==> config.mk <==
export PLATFORM = sky130hd
export DESIGN_NAME = seven_seg_chain_driver
export DESIGN_NICKNAME = d
export VERILOG_FILES = /design/src/rtl/seven_seg_chain_driver.sv
export SDC_FILE = /design/constraint.sdc
export NUM_CORES = 1
export LEC_CHECK = 0
export ABC_AREA = 0
export BUFFER_PORTS_ARGS = -buffer_cell sky130_fd_sc_hd__buf_2
export CAP_MARGIN = 30
export CORE_ASPECT_RATIO = 0.75
export CORE_UTILIZATION = 59
export DETAILED_ROUTE_END_ITERATION = 16
export PLACE_DENSITY = 0.79
export SLEW_MARGIN = 30
export SYNTH_ARGS = -nofsm -noshare
export SYNTH_HDL_FRONTEND = slang
export SYNTH_SLANG_ARGS = --single-unit
==> constraint.sdc <==
create_clock -name CLK -period 2.15 [get_ports CLK]
set_input_delay 0.1075 -clock CLK [delete_from_list [all_inputs] [get_ports CLK]]
set_output_delay 0.1075 -clock CLK [all_outputs]
set_load 0.03 [all_outputs]
==> src/rtl/seven_seg_chain_driver.sv <==
// Hex-to-seven-segment decoder and serialiser for a daisy chain of 74HC595-style registers.
// Optional feature macro: LEAD_ZERO_BLANK_EN (blank leading zero digits, digit 0 always shown).
module seven_seg_chain_driver #(
    parameter int NUM_DIGITS   = 4,
    parameter int CLK_DIV      = 4,
    parameter int COMMON_ANODE = 0
) (
    input  logic                    CLK,
    input  logic                    i_reset,
    input  logic                    i_start,
    input  logic [4*NUM_DIGITS-1:0] i_value,
    input  logic [NUM_DIGITS-1:0]   i_dp,
    output logic                    o_ds,
    output logic                    o_sh_clk,
    output logic                    o_latch,
    output logic                    o_busy
);

    localparam int SW = 8 * NUM_DIGITS;
    localparam int BW = $clog2(SW + 1);
    localparam int DW = $clog2(CLK_DIV + 1);

    localparam logic [BW-1:0] BIT_TOTAL = BW'(SW);
    localparam logic [DW-1:0] DIV_LAST  = DW'(CLK_DIV - 1);

`ifdef LEAD_ZERO_BLANK_EN
    localparam bit BLANK_EN = 1'b1;
`else
    localparam bit BLANK_EN = 1'b0;
`endif

    typedef enum logic [1:0] {
        IDLE  = 2'd0,
        SETUP = 2'd1,
        HIGH  = 2'd2,
        LATCH = 2'd3
    } state_t;

    // Segment pattern g..a for one hex nibble, 1 = lit.
    function automatic logic [6:0] hex_to_seg(input logic [3:0] nib);
        case (nib)
            4'h0:    hex_to_seg = 7'h3F;
            4'h1:    hex_to_seg = 7'h06;
            4'h2:    hex_to_seg = 7'h5B;
            4'h3:    hex_to_seg = 7'h4F;
            4'h4:    hex_to_seg = 7'h66;
            4'h5:    hex_to_seg = 7'h6D;
            4'h6:    hex_to_seg = 7'h7D;
            4'h7:    hex_to_seg = 7'h07;
            4'h8:    hex_to_seg = 7'h7F;
            4'h9:    hex_to_seg = 7'h6F;
            4'hA:    hex_to_seg = 7'h77;
            4'hB:    hex_to_seg = 7'h7C;
            4'hC:    hex_to_seg = 7'h39;
            4'hD:    hex_to_seg = 7'h5E;
            4'hE:    hex_to_seg = 7'h79;
            default: hex_to_seg = 7'h71;
        endcase
    endfunction

    state_t          state, state_next;
    logic [DW-1:0]   div_cnt, div_next;
    logic [BW-1:0]   bit_cnt, bit_next;
    logic [SW-1:0]   shift_data, shift_next;
    logic [SW-1:0]   seg_bytes;
    logic            div_done;
    logic            ds_next, sh_next, latch_next, busy_next;

    // Digit d lands in seg_bytes[8d+7:8d]; the MSB of the vector is shifted out first,
    // so digit NUM_DIGITS-1 leads and digit 0 ends up nearest the data pin.
    always_comb begin : encode
        logic       zero_run;
        logic [6:0] seg;
        seg_bytes = '0;
        zero_run  = 1'b1;
        seg       = '0;
        for (int d = NUM_DIGITS - 1; d >= 0; d--) begin
            zero_run = zero_run && (i_value[4*d +: 4] == 4'h0) && (d != 0);
            seg      = (BLANK_EN && zero_run) ? 7'h00 : hex_to_seg(i_value[4*d +: 4]);
            seg_bytes[8*d +: 8] = {8{COMMON_ANODE != 0}} ^ {i_dp[d], seg};
        end
    end

    assign div_done = (div_cnt == DIV_LAST);

    always_comb begin
        state_next = state;
        div_next   = div_cnt;
        bit_next   = bit_cnt;
        shift_next = shift_data;

        case (state)
            IDLE: begin
                if (i_start) begin
                    state_next = SETUP;
                    shift_next = seg_bytes;
                    bit_next   = BIT_TOTAL;
                    div_next   = '0;
                end
            end
            SETUP: begin
                if (div_done) begin
                    state_next = HIGH;
                    div_next   = '0;
                end else begin
                    div_next = div_cnt + DW'(1);
                end
            end
            HIGH: begin
                if (div_done) begin
                    div_next   = '0;
                    bit_next   = bit_cnt - BW'(1);
                    shift_next = shift_data << 1;
                    state_next = (bit_cnt == BW'(1)) ? LATCH : SETUP;
                end else begin
                    div_next = div_cnt + DW'(1);
                end
            end
            LATCH: begin
                if (div_done) begin
                    state_next = IDLE;
                    div_next   = '0;
                end else begin
                    div_next = div_cnt + DW'(1);
                end
            end
            default: begin
                state_next = IDLE;
                div_next   = '0;
                bit_next   = '0;
            end
        endcase

        // Pins are registered from the next state so they change on the same edge as the FSM.
        ds_next    = ((state_next == SETUP) || (state_next == HIGH)) ? shift_next[SW-1] : 1'b0;
        sh_next    = (state_next == HIGH);
        latch_next = (state_next == LATCH);
        busy_next  = (state_next != IDLE);
    end

    always_ff @(posedge CLK) begin
        if (i_reset) begin
            state      <= IDLE;
            div_cnt    <= '0;
            bit_cnt    <= '0;
            // NOTE: the shadow register is reset too so an aborted transfer leaves no stale data behind.
            shift_data <= '0;
            o_ds       <= 1'b0;
            o_sh_clk   <= 1'b0;
            o_latch    <= 1'b0;
            o_busy     <= 1'b0;
        end else begin
            // NOTE: non-blocking assignments so every register samples pre-edge values.
            state      <= state_next;
            div_cnt    <= div_next;
            bit_cnt    <= bit_next;
            shift_data <= shift_next;
            o_ds       <= ds_next;
            o_sh_clk   <= sh_next;
            o_latch    <= latch_next;
            o_busy     <= busy_next;
        end
    end

endmodule

==> metrics.cfg <==
[status]
status = complete, no violations

[routing]
via_count = 2294
viasPerCell = 5.897
wl_met1_um = 2750
drt_iter0_markers = 135
wl_met2_um = 2370
drt-total-wl_um = 5405
drc = 0
ant_nets = 0
routedWlPerCell_um = 13.89
highest_layer = met4
first_pass_iters = 4
dr_wl_met3_um = 247

[global_routing]
antenna_found_initial = 0
grtUsageTotal_pct = 21.92
grt_pass1_vias = 1852
overflow = 0
grt_max_degree = 27
grt_pass1_wl_um = 8335

[synth]
netlist_area_mm2 = 0.002833
synth_compound_area_share_pct = 22.44
synthTopCellsByCount = dfxtp_1, ha_1, nor2_1
yosys.area.top_type_share_pct = 33.22
ys_warn_count = 0
synth_edf_count = 0
yosysMostFrequentCell = dfxtp_1
avgSynthCellArea_um2 = 9.079
synth_seq_area_share_pct = 33.22
synth_xor_area_share_pct = 1.237
syn_inst = 312
synth_top_family_by_area = compound AO/OA/AOI/OAI gates
synth-seq-cells = 47
yosys.area_share.simple_pct = 15.42
synth_adder_area_share_pct = 13.25
yosys-top-cells-area = dfxtp_1, ha_1, a221o_1
async_reset_ff_share_pct = 0
synthMuxAreaShare_pct = 7.553
syn_nets = 365
synth_cell_types = 48
synth_area_leader_cell = dfxtp_1
synthFlopType = dfxtp_1

[placement]
place_ws_ps = 340.6
place_congestion = 0.7805
placed_cell_area_mm2 = 0.002978
port_buffers = 26
dp_hpwl_um = 3944
place_inst = 381

[timing]
report.final.slew_viol_count = 0
worst_slew_pin_slew_ps = 582.9
setup_tns_ps = 0
max_freq_mhz = 551.2
post-route-period-util_pct = 84.39
fin_crit_ps = 1814
clock_skew_ps = 11.99
setup_slack_ps = 335.7
rsz0062_at_grt = false
hold_violations = 0
setup_violations = 0
slew_headroom_pct = 60.97

[min_path]
hold_path_startpoint = i_dp[3]
hp-class = in2reg

[cts]
cts-buffers-inserted = 5
ctsResizeCount = 0
insertion_delay_ps = 300
cts_setup_buffers = 0
clk_pin_slew_ps = 90
cts_sinks = 47
cts_hold_buf = 0
clockBufferDepth = 2
tritoncts = yes
cts_max_level = 2
cts-root-buf = clkbuf_8

[critical_path]
critPathCaptureType = flop
r2r-start = state[0]
cp-startpoint = state[0]
worstPathRequired_ps = 2340
crit_type = reg2reg
critPathMaxFanout = 26
cp.arrival_ps = 2010
crit_path_cell_trace = and4bb_2, nor2b_1, buf_4, a222oi_1, inv_1
critPathMaxStageDelay_ps = 510
critPathSlowestCell = dfxtp_1
start_kind = flop

[layout]
stdcell_area_mm2 = 0.003095
nNetsFinal = 384
fillers = 373
drive_above_1_share_pct = 16.57
diodes = 0
area_growth_pct = 9.276
finalNonFillerCells = 389

[run]
maxCapViolations = 0

[floorplan]
core_region_area_mm2 = 0.004546
chipHeight_um = 62.01
die_w_um = 82.01
rows = 21
start_util_pct = 62.32
io_pins = 27
die_area_mm2 = 0.005085

[power_and_ir_drop]
p_per_area_mw_per_mm2 = 635.0
vdd_ir_drop_max_mv = 0.5361
p_leak_nw = 1.352

## through the flow
step                hold WS, ps  utilization [%]  total power [W]
floorplan                 261.1                -         0.001227
global placement          368.7            65.51         0.001309
detailed placement        379.6            65.51         0.001321
CTS                       61.76            68.10         0.001972
global route              56.46            68.10         0.002064
finish                    67.25            68.10         0.001965
## power breakdown
part	total, W	switching [W]	internal [W]
logic	0.000326	0.000179	0.000147
registers	0.000976	0.0000407	0.000936
clock network	0.000663	0.000287	0.000376
total	0.00197	0.000507	0.00146
## per-layer routing
metal | up-vias | track usage [%]
met1 | 1071 | 31.03
met5 | - | 0
li1 | 1174 | -
met4 | 0 | 8.271
met2 | 44 | 33.41
met3 | 5 | 4.088
## cell usage in the layout, fill, tap and decap left out, drive strengths merged, types with 10 or more instances in the layout
cell type,count
o21ai,18
buf,34
ha,30
nand2,24
nor3,13
nor2b,10
a22oi,10
a221o,14
nor2,27
inv,21
dfxtp,47
## critical path, delay by kind of cell (launching register included)
family	cells	cell delay [ps]
compound gates	1	340
buf+inv	2	290
simple gates	2	550
flops	1	510
## cell families (layout without fill, tap and decap cells)
group | after synthesis | in the layout
mux | 16 | 16
simple gates | 88 | 88
flops | 47 | 47
fa+ha+maj | 30 | 30
buf+inv | 43 | 63
xor+xnor | 4 | 4
compound gates | 84 | 84
## worst paths after layout
check,cells past startpoint,slack (ps),to
max,5,340,shift_data[31]
min,3,70,shift_data[31]
max reg2reg,5,340,shift_data[31]
min reg2reg,2,470,div_cnt[2]
## sequential cells by signal, indices dropped and copies added (netlist names)
name	flops
bit_cnt	6
div_cnt	3
o_busy	1
o_ds	1
o_latch	1
o_sh_clk	1
shift_data	32
state	2
## layout make-up
type | instances | area (um^2) | share of cell area [%]
repair buffers | 34 | 190.2 | 6.144
multi-input cells | 222 | 1697 | 54.81
well taps | 57 | 71.32 | 2.304
flip-flops and latches | 47 | 940.9 | 30.40
clock inverters | 2 | 35.03 | 1.132
inverters | 21 | 78.83 | 2.546
clock buffers | 6 | 82.58 | 2.668
(Power assumes the default switching activity.)
